===== src/rtl/ifu_pkg.sv =====
// ifu_pkg: shared FSM states, redirect kinds and default reset PC for the instruction fetch unit
package ifu_pkg;
  typedef enum logic [1:0] {S_FETCH, S_HOLD, S_FAULT} ifu_state_e;
  localparam logic [1:0] RK_BRANCH = 2'd0;
  localparam logic [1:0] RK_JUMP = 2'd1;
  localparam logic [1:0] RK_JR = 2'd2;
  localparam logic [1:0] RK_NONE = 2'd3;
  localparam logic [31:0] IFU_RESET_PC = 32'h0000_0000;
endpackage


===== src/rtl/ifu_target_calc.sv =====
// ifu_target_calc: combinational redirect target for branch, jump and jr
module ifu_target_calc
  import ifu_pkg::*;
(
  input  logic [1:0]  i_kind,
  input  logic [31:0] i_base,
  input  logic [15:0] i_imm16,
  input  logic [25:0] i_tgt26,
  input  logic [31:0] i_reg,
  output logic [31:0] o_target
);
  logic [31:0] w_branch;
  logic [31:0] w_jump;
  assign w_branch = i_base + {{14{i_imm16[15]}}, i_imm16, 2'b00};
  assign w_jump = {i_base[31:28], i_tgt26, 2'b00};
  // the reserved kind yields the base; the caller never acts on it
  always_comb
    o_target = (i_kind == RK_BRANCH) ? w_branch :
               (i_kind == RK_JUMP)   ? w_jump   :
               (i_kind == RK_JR)     ? i_reg    : i_base;
endmodule


===== src/rtl/instruction_fetch_unit.sv =====
// instruction_fetch_unit: PC owner, imem req/ack fetcher and redirect handler; IFU_ALIGN_CHECK_EN adds align_fault
module instruction_fetch_unit
  import ifu_pkg::*;
#(
  parameter logic [31:0] RESET_PC = IFU_RESET_PC,
  parameter int          ADDR_W   = 32
) (
  input  logic              clk,
  input  logic              reset,
`ifdef IFU_ALIGN_CHECK_EN
  output logic              align_fault,
`endif
  output logic              imem_req,
  output logic [ADDR_W-1:0] imem_addr,
  input  logic              imem_ack,
  input  logic [31:0]       imem_rdata,
  output logic [31:0]       instr_out,
  output logic              instr_valid,
  input  logic              instr_ready,
  output logic [31:0]       pc_out,
  output logic [31:0]       pc_plus4,
  input  logic              redirect_valid,
  input  logic [1:0]        redirect_kind,
  input  logic [31:0]       redirect_base,
  input  logic [15:0]       redirect_imm16,
  input  logic [25:0]       redirect_tgt26,
  input  logic [31:0]       redirect_reg
);
  ifu_state_e  r_state;
  ifu_state_e  w_state_nxt;
  logic [31:0] r_pc;
  logic [31:0] r_addr;
  logic [31:0] r_instr;
  logic [31:0] r_pc_out;
  logic [31:0] w_target;
  logic [31:0] w_tgt;
  logic [31:0] w_pc_nxt;
  logic        r_req;
  logic        r_valid;
  logic        r_squash;
  logic        w_ack;
  logic        w_redir;
  logic        w_fault;
  logic        w_take;
  logic        w_accept;
  logic        w_new_req;

  ifu_target_calc u_target (
    .i_kind   (redirect_kind),
    .i_base   (redirect_base),
    .i_imm16  (redirect_imm16),
    .i_tgt26  (redirect_tgt26),
    .i_reg    (redirect_reg),
    .o_target (w_target)
  );

  assign w_ack = imem_ack & r_req;
  assign w_redir = redirect_valid & (redirect_kind != RK_NONE) & (r_state != S_FAULT);
`ifdef IFU_ALIGN_CHECK_EN
  assign w_tgt = w_target;
  assign w_fault = w_redir & (|w_target[1:0]);
`else
  assign w_tgt = w_target & ~32'd3;
  assign w_fault = 1'b0;
`endif
  // a returned word is kept only if nothing squashed it or redirects this cycle
  assign w_take = w_ack & ~r_squash & ~w_redir;
  assign w_accept = (r_state == S_HOLD) & r_valid & instr_ready;
  // a fresh address is latched only when no request is left outstanding
  assign w_new_req = (w_state_nxt == S_FETCH) & (~r_req | w_ack);

  // next state and next PC
  always_comb begin
    w_state_nxt = w_fault ? S_FAULT :
                  w_take  ? S_HOLD  :
                  ((r_state == S_HOLD) && (w_redir || w_accept)) ? S_FETCH : r_state;
    w_pc_nxt = w_fault ? r_pc : w_redir ? w_tgt : w_take ? r_pc + 32'd4 : r_pc;
  end

  // fetch FSM, PC, request address and the held instruction
  always_ff @(posedge clk) begin
    if (reset) begin
      r_state  <= S_FETCH;
      r_pc     <= RESET_PC;
      r_addr   <= RESET_PC;
      r_req    <= 1'b0;
      r_squash <= 1'b0;
      r_valid  <= 1'b0;
      r_instr  <= '0;
      r_pc_out <= RESET_PC;
    end else begin
      r_state  <= w_state_nxt;
      r_pc     <= w_pc_nxt;
      r_req    <= w_state_nxt == S_FETCH;
      r_squash <= (r_state == S_FETCH) & ~w_fault & ~w_ack & (r_squash | (w_redir & r_req));
      r_valid  <= w_state_nxt == S_HOLD;
      if (w_new_req) r_addr <= w_pc_nxt;
      if (w_take) begin
        r_instr  <= imem_rdata;
        r_pc_out <= r_pc;
      end
    end
  end

`ifdef IFU_ALIGN_CHECK_EN
  logic r_align_fault;
  // sticky misaligned-target flag
  always_ff @(posedge clk) begin
    if (reset) r_align_fault <= 1'b0;
    else if (w_fault) r_align_fault <= 1'b1;
  end
  assign align_fault = r_align_fault;
`endif

  assign imem_req = r_req;
  assign imem_addr = r_addr[ADDR_W-1:0];
  assign instr_out = r_instr;
  assign instr_valid = r_valid;
  assign pc_out = r_pc_out;
  assign pc_plus4 = r_pc_out + 32'd4;
endmodule

===== config.mk =====
export PLATFORM = sky130hd
export DESIGN_NAME = instruction_fetch_unit
export DESIGN_NICKNAME = d
export VERILOG_FILES = /design/src/rtl/ifu_pkg.sv /design/src/rtl/ifu_target_calc.sv /design/src/rtl/instruction_fetch_unit.sv
export SDC_FILE = /design/constraint.sdc
export NUM_CORES = 1
export LEC_CHECK = 0
export BUFFER_PORTS_ARGS = -buffer_cell sky130_fd_sc_hd__clkbuf_2
export CAP_MARGIN = 10
export CORE_MARGIN = 2
export CORE_UTILIZATION = 37
export DETAILED_ROUTE_END_ITERATION = 10
export MAX_ROUTING_LAYER = met4
export PLACE_DENSITY = 0.73
export SLEW_MARGIN = 10
export SYNTH_ARGS = -nofsm -noshare
export SYNTH_HDL_FRONTEND = slang
export SYNTH_SLANG_ARGS = --single-unit

===== constraint.sdc =====
create_clock -name clk -period 2.7 [get_ports clk]
set_input_delay 0.405 -clock clk [delete_from_list [all_inputs] [get_ports clk]]
set_output_delay 0.405 -clock clk [all_outputs]
set_load 0.01 [all_outputs]

==> metrics.yaml <==
critPathArrivalTime_ps: 2940
comb_power_share_pct: 24.0
die_area_um2: 23200
routed_via_density: 5.30
syn_avg_cell_area_um2: 7.57
fin_crit_ps: 2640
yosys.area_share.simple_pct: 26.0
p_sw_w: 0.00181
cts_hold_buf: 0
synth-adder-area-share_pct: 5.01
worstRegToRegCells: 8
r2r-start: "r_pc[5]"
synth_ff_type: "dfxtp_1"
min_to: "instr_out[14]"
synthMuxAreaShare_pct: 1.63
final_net_count: 1596
ir_drop_mv: 0.413
synth_area_leader_cell: "dfxtp_1"
ant_nets: 0
grt_pass1_vias: 8568
outcome: "complete, no violations"
synth_edf_count: 0
maxCapViolCount: 0
r2r-end: "imem_addr[31]"
power.leakage_nw: 4.99
cts_root_buf: "clkbuf_16"
portBuffers: 270
whs_ps: 212
synth_cells: 1076
fmax_mhz: 378
dp_hpwl_um: 21500
critPathSlowestCell: "a2111oi_2"
yosysUniqueCellTypes: 77
holdPathStages: 3
fin_skew_ps: 15.0
area_growth_pct: 38.0
maxSlewViolCount: 0
r2r_slack_ps: 140
gp_congestion: 0.947
die_h_um: 152
power_w: 0.00592
hold_path_class: "input pin to register"
synth.area.top_cells: "dfxtp_1 33%, nand2_1 10%, a21oi_1 8.1%"
ctsHtreeMaxLevel: 4
ys_top_cells_by_count: "222 x nand2_1, 133 x dfxtp_1, 131 x a21oi_1"
rows: 54
clkLatencyLatePin_ps: 410
worst_pin_slew_ps: 616
drive_gt1_share_pct: 32.3
fin_util_pct: 51.8
clk_path_buf_depth: 2
synth_top_family_by_area: "simple AND/OR/NAND/NOR gates"
worstPathRequired_ps: 3000
synth_xor_area_share_pct: 8.17
gr-usage-met1_pct: 32.4
use_met3_pct: 3.53
power_density_nw_per_um2: 527
grt_max_degree: 60
multi_input_area_um2: 5300
io_pins: 275
finalHoldViolCount: 0
grt_use_total_pct: 24.0
pwr-share-clk_pct: 39.0
rsz0062_at_grt: "yes"
cts_tree: "yes"
drt-total-wl_um: 27700
seq_power_share_pct: 37.0
vias: 9069
avgRoutedWirePerCell_um: 16.2
period_share_pct: 97.9
synthMostInstantiatedCell: "nand2_1"
path_common_cell: "nor3_2"
p_sw_share_pct: 30.5
grt_util_met2_pct: 37.2
seq_area_frac_synth_pct: 32.7
cts_buffers: 17
cts.sinks: 133
die_w_um: 152
clkTransAtPathRegs_ps: 60
setup_viol: 0
synth_compound_area_share_pct: 22.8
synth_async_sr_flop_share_pct: 0
start_util_pct: 37.5
endpoint_kind: "register"
drt-initial-drc-count: 571
grt_pass1_wl_um: 44300
drc: 0
slew_headroom_pct: 58.8
synthesis.area_um2: 8140
design.core.area_um2: 21700
crit_buf_inv: 1
ys_ff_latch: 133
crit_family: "simple AND/OR/NAND/NOR gates"
internal_power_w: 0.00411
yosysWarnings: 0
syn_nets: 1253
cpPeakStageDelay_ps: 650
diodes: 0
yosysTopAreaCellShare_pct: 32.7
crit_fanout: 5
fillCellCount: 2104
crit_type: "input pin to register"
crit_chain: "clkbuf_2, ha_1, and4_1, and2_1, o211ai_1, a2111oi_2, nor3_2, or4_1, o21ai_1, nor3_2"
top_usage_layer: "met2"
grt_overflow: 0
startpoint_type: "input pin"
grt_antenna_before_repair: 0
drtPass1Iterations: 5
hp-start: "imem_rdata[14]"
regArea_um2: 2670
[cell families after synthesis]
logic type               after synthesis
AO/OA/AOI/OAI                        295
buffers and inverters                 76
multiplexers                          13
AND/OR/NAND/NOR                      451
flip-flops                           133
adder cells (fa/ha/maj)               32
XOR/XNOR                              76
[placed cells by master (no fill, tap or decap), types with 9 or more instances in the layout]
master and n:
clkbuf_2 267, nand2_1 221, a21oi_1 130, dfxtp_1 130, buf_4 114, nor2_1 82
xnor2_1 48, o21ai_0 35, nand3_1 34, ha_1 29, xor2_1 28, clkbuf_16 17
nand4_1 16, a211oi_1 15, nor3_1 14, inv_1 13, o22ai_1 13, a221oi_1 13
a21o_1 11, mux2i_1 11, a31oi_1 11, and2_1 10, nand3b_1 10, o211ai_1 10
nand2b_1 9
[final cells by class]
class                           count  share of cell area (%)
Sequential cell                   133                    23.7
Timing Repair Buffer              387                    20.3
Clock inverter                     13                    1.32
Tap cell                          280                    3.12
Clock buffer                       19                    3.94
Multi-Input combinational cell    867                    47.1
Inverter                           13                   0.434
[registers in the layout, indices dropped and copies added (netlist names)]
name         flops
pc_out          32
instr_out       32
instr_valid      1
r_squash         1
imem_req         1
r_pc            32
imem_addr       32
r_state          2
[layer usage]
metal  vias to the layer above  share of wire (%)
met1                      4152                 45
met3                        34                7.2
met4                         0                2.0
li1                       4521                  -
met2                       362                 45
met5                         -                  0
[tightest hold or removal path: stages]
cell,delay (ps)
clkbuf_2,80
nand2_1,40
a21oi_1,50
[what timing repair did]
item                       in CTS  in global routing
setup buffers                   1                  3
pin swaps                       3                 10
gates resized for setup        16                 11
hold endpoints to repair        0                  0
setup endpoints to repair       7                  9
cloned                          0                  0
[worst max path at each step]
stage,startpoint,to,slack [ps],depth (start not counted)
after floorplan,redirect_base[2],imem_addr[30],-8,10
after global placement,redirect_base[2],imem_addr[30],-270,11
after detailed placement,redirect_base[2],imem_addr[30],-310,11
after CTS,pc_out[2],pc_plus4[28],30,8
after global routing,redirect_base[11],imem_addr[31],-60,10
final,redirect_base[11],imem_addr[31],60,10
[power groups by stage]
| stage | clock network [W] | registers [W] | logic, W |
|---|---|---|---|
| 3_5_place_dp | 0 | 0.00223 | 0.00140 |
| 3_3_place_gp | 0 | 0.00222 | 0.00138 |
| 2_1_floorplan | 0 | 0.00225 | 0.000751 |
| 4_1_cts | 0.00234 | 0.00219 | 0.00141 |
| 6_report | 0.00231 | 0.00219 | 0.00142 |
| 5_1_grt | 0.00241 | 0.00220 | 0.00156 |
[per-stage QoR]
stage / setup slack, ps / std cells / TNS [ps] / area, um^2
after floorplan: -8.47 / 1076 / -8.47 / 8150
after global placement: -267 / 1676 / -2130 / 10500
after detailed placement: -307 / 1676 / -3100 / 10500
after CTS: 27.6 / 1709 / 0 / 11200
after global routing: -64.7 / 1712 / -131 / 11200
final: 55.8 / 1712 / 0 / 11200
No activity file was read; power rests on OpenSTA's default activity.
